<file path="src/rtl/stream_demux_1_to_2.sv">
`default_nettype none
// ============================================================================
//  Module      : stream_demux_1_to_2
//  Description : Routes one valid/ready stream to one of two outputs, chosen
//                per beat by s_sel. Each output has a 2-entry FIFO.
//  Revision    : 1.0 - initial release
// ============================================================================
module stream_demux_1_to_2 #(
    parameter int DATA_WIDTH = 8,
    parameter int CNT_WIDTH  = 8
) (
    input  logic                  clk,
    input  logic                  rst,
    input  logic                  s_valid,
    output logic                  s_ready,
    input  logic [DATA_WIDTH-1:0] s_data,
    input  logic                  s_sel,
    output logic                  m0_valid,
    input  logic                  m0_ready,
    output logic [DATA_WIDTH-1:0] m0_data,
    output logic                  m1_valid,
    input  logic                  m1_ready,
    output logic [DATA_WIDTH-1:0] m1_data,
    output logic [CNT_WIDTH-1:0]  m0_count,
    output logic [CNT_WIDTH-1:0]  m1_count
);

    localparam logic [1:0] C_OCC_FULL  = 2'd2;
    localparam logic [1:0] C_OCC_EMPTY = 2'd0;

    logic [1:0]            w_occ     [2];
    logic                  w_m_valid [2];
    logic [DATA_WIDTH-1:0] w_m_data  [2];
    logic [CNT_WIDTH-1:0]  w_m_count [2];
    logic [1:0]            w_m_ready;

    assign w_m_ready = {m1_ready, m0_ready};

    // Ready depends only on registered occupancy, never on the consumer side.
    assign s_ready = (w_occ[s_sel] != C_OCC_FULL);

    genvar k;
    generate
        for (k = 0; k < 2; k++) begin : g_ch
            logic [DATA_WIDTH-1:0] r_mem [2];
            logic                  r_wptr;
            logic                  r_rptr;
            logic [1:0]            r_occ;
            logic [CNT_WIDTH-1:0]  r_count;
            logic                  w_push;
            logic                  w_pop;

            assign w_push = s_valid && s_ready && (s_sel == 1'(k));
            assign w_pop  = (r_occ != C_OCC_EMPTY) && w_m_ready[k];

            always_ff @(posedge clk or posedge rst) begin
                if (rst) begin
                    r_mem[0] <= '0;
                    r_mem[1] <= '0;
                    r_wptr   <= 1'b0;
                    r_rptr   <= 1'b0;
                    r_occ    <= C_OCC_EMPTY;
                    r_count  <= '0;
                end else begin
                    if (w_push) begin
                        r_mem[r_wptr] <= s_data;
                        r_wptr        <= ~r_wptr;
                    end
                    if (w_pop) begin
                        r_rptr  <= ~r_rptr;
                        r_count <= r_count + 1'b1;
                    end
                    case ({w_push, w_pop})
                        2'b10:   r_occ <= r_occ + 2'd1;
                        2'b01:   r_occ <= r_occ - 2'd1;
                        default: r_occ <= r_occ;
                    endcase
                end
            end

            always_ff @(posedge clk) begin
                if (!rst) begin
                    assert (!(w_push && (r_occ == C_OCC_FULL)));
                    assert (!(w_pop && (r_occ == C_OCC_EMPTY)));
                end
            end

            assign w_occ[k]     = r_occ;
            assign w_m_valid[k] = (r_occ != C_OCC_EMPTY);
            assign w_m_data[k]  = r_mem[r_rptr];
            assign w_m_count[k] = r_count;
        end
    endgenerate

    assign m0_valid = w_m_valid[0];
    assign m1_valid = w_m_valid[1];
    assign m0_data  = w_m_data[0];
    assign m1_data  = w_m_data[1];
    assign m0_count = w_m_count[0];
    assign m1_count = w_m_count[1];

endmodule
`default_nettype wire

</file>
<file path="config.mk">
export PLATFORM = sky130hd
export DESIGN_NAME = stream_demux_1_to_2
export DESIGN_NICKNAME = d
export VERILOG_FILES = /design/src/rtl/stream_demux_1_to_2.sv
export SDC_FILE = /design/constraint.sdc
export NUM_CORES = 1
export LEC_CHECK = 0
export ABC_AREA = 1
export BUFFER_PORTS_ARGS = -buffer_cell sky130_fd_sc_hd__buf_2
export CAP_MARGIN = 20
export CORE_MARGIN = 2
export CORE_UTILIZATION = 46
export DETAILED_ROUTE_END_ITERATION = 12
export GPL_TIMING_DRIVEN = 0
export PLACE_DENSITY = 0.78
export SKIP_CTS_REPAIR_TIMING = 1
export SLEW_MARGIN = 10
export SYNTH_ARGS = -nofsm -noshare
export SYNTH_HDL_FRONTEND = slang
export SYNTH_SLANG_ARGS = --single-unit
</file>
<file path="constraint.sdc">
create_clock -name clk -period 4.9 [get_ports clk]
set_input_delay 0.98 -clock clk [delete_from_list [all_inputs] [get_ports clk]]
set_output_delay 0.98 -clock clk [all_outputs]
set_load 0.01 [all_outputs]
</file>
* Yosys cells after proc, flatten, opt, wreduce, memory -nomap -nowiden *
Index checks and enable logic that the tools add are counted.

word-level totals
  word-level logic and storage cells = 68
  flip-flop bits (word level) = 56
  bits of input ports = 14
  output and inout port bits = 35

cells by class
  mux-type cells = 17
  $lt $le $gt $ge = 7
  eq/ne operators = 5
  add/subtract/negate cells = 6
  bitwise logic cells = 10
  reductions and logical operators = 11

operator list
  operator             number
  $mux 8               8
  $bwmux 16            2
  $add 8x1->8 const B  2
  $demux 8 s1          2
  $ge 2x2->1 const B   5
  $not 1->2            5
  $pmux 2 s2           2
  $reduce_bool 2->1    4
  $logic_and 1x1->1    7
  $mux 2               3
  $not 1->1            5
  $add 2x1->2 const B  2
  $eq 2x1->1 const B   2
  $eq 2x2->1 const B   2
  $lt 2x1->1 const B   2
  $sub 2x1->2 const B  2
  $ne 2x2->1 const B   1

* Logic depth before layout (Yosys ltp) *
  depth in word-level cells = 9
  gate-level depth with buffers = 9
  depth with buffers taken out = 8

* Worst setup path before layout *
OpenSTA, ideal clock, no wires.

  path type = input to output
  start point = input s_sel
  end point = output s_ready
  buffers on the path = 0
  arrival time = 1,226 ps
  data required time = 3,920 ps
  stages = 3
  path slack = 2,694 ps
  path through = nand3_2 -> o21ai_0 -> inv_1

between the ends
  word-level cells in the longest chain between the ends = 5

ends and longest elaborated chain
  item                                       RTL line  text
  start: declaration                         17        input logic s_sel,
  $not 1->2 (not written as such)            40        assign s_ready = (w_occ[s_sel] != C_OCC_FULL);
  $mux 2 (not written as such) (3 in a row)  40
  $ne 2x2->1                                 40
  end: declaration                           15        output logic s_ready,

No other way between the ends. The select of a mux whose other input is x is not followed.

* Final worst setup path *
  start point = register g_ch[0].r_rptr
  end point = output m0_data[4]

between the ends
  word-level cells in the longest chain between the ends = 4

ends and longest elaborated chain
  item                                       RTL line  text
  start: declaration                         47        logic r_rptr;
  start signal: assignment                   70        r_rptr <= ~r_rptr;
  $not 1->2 (not written as such)            90        assign w_m_data[k] = r_mem[r_rptr];
  $mux 8 (not written as such) (3 in a row)  90
  end: declaration                           20        output logic [DATA_WIDTH-1:0] m0_data,

No other way between the ends. The select of a mux whose other input is x is not followed.

==> qor.csv <==
stage;metric;value;unit
synth;ranking of synthesized cells by area;dfrtp_1 (51%), nand2_1 (15%), inv_1 (6.5%);
worst_hold_path;HP Class;reg2reg;
global_routing;grt met1 use;25.11;%
synth;leading area contributor after synthesis;dfrtp_1;
run_status;status;finished clean;
clocking;CTS tree;yes;
timing;setup TNS;0;ps
global_routing;GR Overflow Total;0;
global_routing;gr usage total;19.28;%
synth;Syn Area/Cell;8.316;µm²
global_routing;vias in the first global route;2185;
global_routing;Top Usage Layer GRT;met2;
critical_path;slowest CP cell;clkbuf_1;
critical_path;Data arrival, critical path;1720;ps
global_routing;largest net degree at the start of global routing;36;
layout;share of cells above drive strength 1;19.33;%
synth;Synth Cell Area;2753;µm²
route;First-pass DRT Iterations;4;
clocking;clk sink count;56;
pwr;Peak VDD IR;269.2;µV
synth;async set or reset register ratio after synthesis;100.0;%
pwr;PwrDens;602.4;nW/µm²
layout;ant diodes;0;
synth;Post-synth EDFFs;0;
synth;Synth top area share;50.91;%
timing;unrepaired setup endpoints after global routing;false;
die;Core Box Area;5851;µm²
global_routing;met2 Use GR;31.89;%
critical_path;Most Frequent Cell on Critical Path;clkbuf_1;
synth;complex-gate fraction of the synthesized area;11.09;%
timing;Fin. Hold Viols;0;
timing;Max Transition Viols Final;0;
global_routing;initial antenna violation count;0;
job;MaxCap Viol Count;0;
global_routing;first-pass GRT wire length;9873;µm
die;Die Wd;81.36;µm
layout;Post-Route Utilization;54.60;%
route;routed len/inst;12.09;µm
critical_path;Crit Path Category;reg2out;
layout;Area Growth Syn to Fin;16.05;%
timing;final setup vio count;0;
die;Starting Density;47.05;%
synth;total nets after synthesis;349;
timing;Tmin final;2699;ps
route;DR vias;2244;
synth;largest family of logic cells by synthesized area;simple AND/OR/NAND/NOR gates;
placement;I/O Buffers;48;
synth;Seq/Total Area, Yosys;50.91;%
critical_path;Worst Path Required;3920;ps
synth;Top FF cell, synth;dfrtp_1;
synth;fraction of synthesized area in multiplexers;0;%
critical_path;crit path cell chain;clkbuf_1, clkbuf_1, nand2_1, o21ai_0, buf_2;
synth;Post-Synth Adder-Cell Area;1.818;%
timing;FMAX;370.4;MHz
clocking;clk_lat worst skew;310;ps
synth;#FFs+latches synth;56;
route;total wire length;5596;µm
clocking;Clock Tree Buf Depth;2;
clocking;htree depth;2;
route;drt drc;0;
die;Core Rows;28;
critical_path;Worst setup SP type;flop;
timing;worst rel slew slack;61.34;%
placement;GP Congestion;0.8216;
critical_path;CP max stage delay;400;ps
synth;Cell variety after synth;26;
critical_path;Reg2Reg Depth;9;
clocking;root buffer cell;clkbuf_8;
timing;Worst Skew;9.478;ps
critical_path;crit-path max FO;10;
layout;FILL cells;541;
synth;Synth Instances;331;
pwr;P_leak;0.001685;µW
synth;simple logic cell fraction of the synthesized area;22.45;%
clocking;Num CTS Buffers;5;
synth;xor/xnor share of the synthesized area;4.773;%
clocking;clk slew on worst S/H paths;110;ps
global_routing;global routing usage on met3;4.333;%
route;number of DRC markers in iteration 0;119;
die;Die Ht;81.36;µm
worst_hold_path;Hold Path Depth;2;
placement;Detailed Place HPWL;4047;µm
die;I/O pin count;49;
timing;worst-margin pin slew;577.7;ps
die;die area;6619;µm²
timing;hold slack final;510.2;ps
critical_path;crit end category;primary output;
route;via-per-instance ratio;4.847;
pwr;Final Power;1924;µW
timing;ratio of final minimum period to clock period;55.09;%
synth;Post-synth top cells;nand2_1 (110), dfrtp_1 (56), inv_1 (48);
synth;Yosys warnings;0;
synth;most frequent cell after synthesis;nand2_1;
layout;Final #Nets;405;
route;Routed Antenna Nets;0;
==> worst max-delay path: cells and delay by family (launching register included) <==
| family | cells | cell delay [ps] |
|---|---|---|
| buffers and inverters | 3 | 870 |
| AOI/OAI and AO/OA | 1 | 110 |
| DFF | 1 | 330 |
| and+or+nand+nor | 1 | 90 |
==> cell type report <==
class | instances | area (µm²) | share of cell area (%)
buffer | 9 | 55.05 | 1.723
timing repair buffer | 49 | 260.3 | 8.147
sequential | 56 | 1401 | 43.87
tap | 75 | 93.84 | 2.938
clock buffer | 5 | 68.82 | 2.154
inverter | 51 | 191.4 | 5.993
clock inverter | 3 | 18.77 | 0.5875
multi-input combinational | 215 | 1105 | 34.59
==> power breakdown <==
group          switching (µW)  total [µW]  internal (µW)
logic                     519         860            341
clock network             157         258            100
registers                 134         806            673
total                     810        1920           1110
==> logic make-up after synthesis <==
family | count (synthesis)
AOI/OAI and AO/OA | 53
xor gates and xnor gates | 15
adders and majority gates | 4
buffers and inverters | 60
DFF | 56
and+or+nand+nor | 143
==> cell usage in the layout (no fill, tap or decap) <==
cell type and count:
clkbuf_1 4, buf_6 2, o21ai_0 34, nand3_1 8, nand2_1 110, clkbuf_8 5, o21bai_1 16, nand3b_1 1
nor2_1 6, nor3_1 1, buf_12 1, buf_2 50, a21oi_1 2, nor2_2 3, nand4_2 1, xnor2_1 6
clkinv_4 1, inv_2 2, ha_1 4, clkinv_1 2, buf_4 1, o21ai_1 1, nand2_2 3, xor2_1 9
clkinv_2 2, nor2_4 2, inv_1 47, nand4_1 6, dfrtp_1 56, nand3_2 2
==> flip-flops by register name (all words and copies together), names as in the netlist <==
signal,cells
g_ch.r_mem,32
m0_count,8
m1_count,8
g_ch.r_occ,4
g_ch.r_rptr,2
g_ch.r_wptr,2
==> worst paths after layout <==
path,startpoint,to,slack (ps)
setup / recovery,g_ch[0].r_rptr$_DFFE_PP0P_,m0_data[4],2200
hold / removal,g_ch[1].r_mem[3]$_DFFE_PP0P_,g_ch[1].r_mem[3]$_DFFE_PP0P_,510
setup reg to reg,g_ch[0].r_occ[0]$_DFFE_PP0P_,g_ch[0].r_occ[1]$_DFFE_PP0P_,3080
hold reg to reg,g_ch[1].r_mem[3]$_DFFE_PP0P_,g_ch[1].r_mem[3]$_DFFE_PP0P_,510
max in group asynchronous,rst,g_ch[1].r_mem[11]$_DFFE_PP0P_,3650
min in group asynchronous,rst,m1_count[1]$_DFFE_PP0P_,690
==> per-stage QoR <==
step / area, µm² / instances / setup slack, ps
4_1_cts: 3194 / 463 / 2201
6_report: 3194 / 463 / 2201
3_3_place_gp: 3087 / 454 / 1775
2_1_floorplan: 2753 / 331 / 2549
5_1_grt: 3194 / 463 / 1960
3_5_place_dp: 3107 / 455 / 2418
==> per-layer routing <==
metal / up-vias / share of wire [%]
met4: 0 / 1.5
met5: - / 0
met1: 1050 / 46
met2: 48 / 48
li1: 1136 / -
met3: 10 / 5.1
Note: power is estimated with default switching activity, not from simulation.
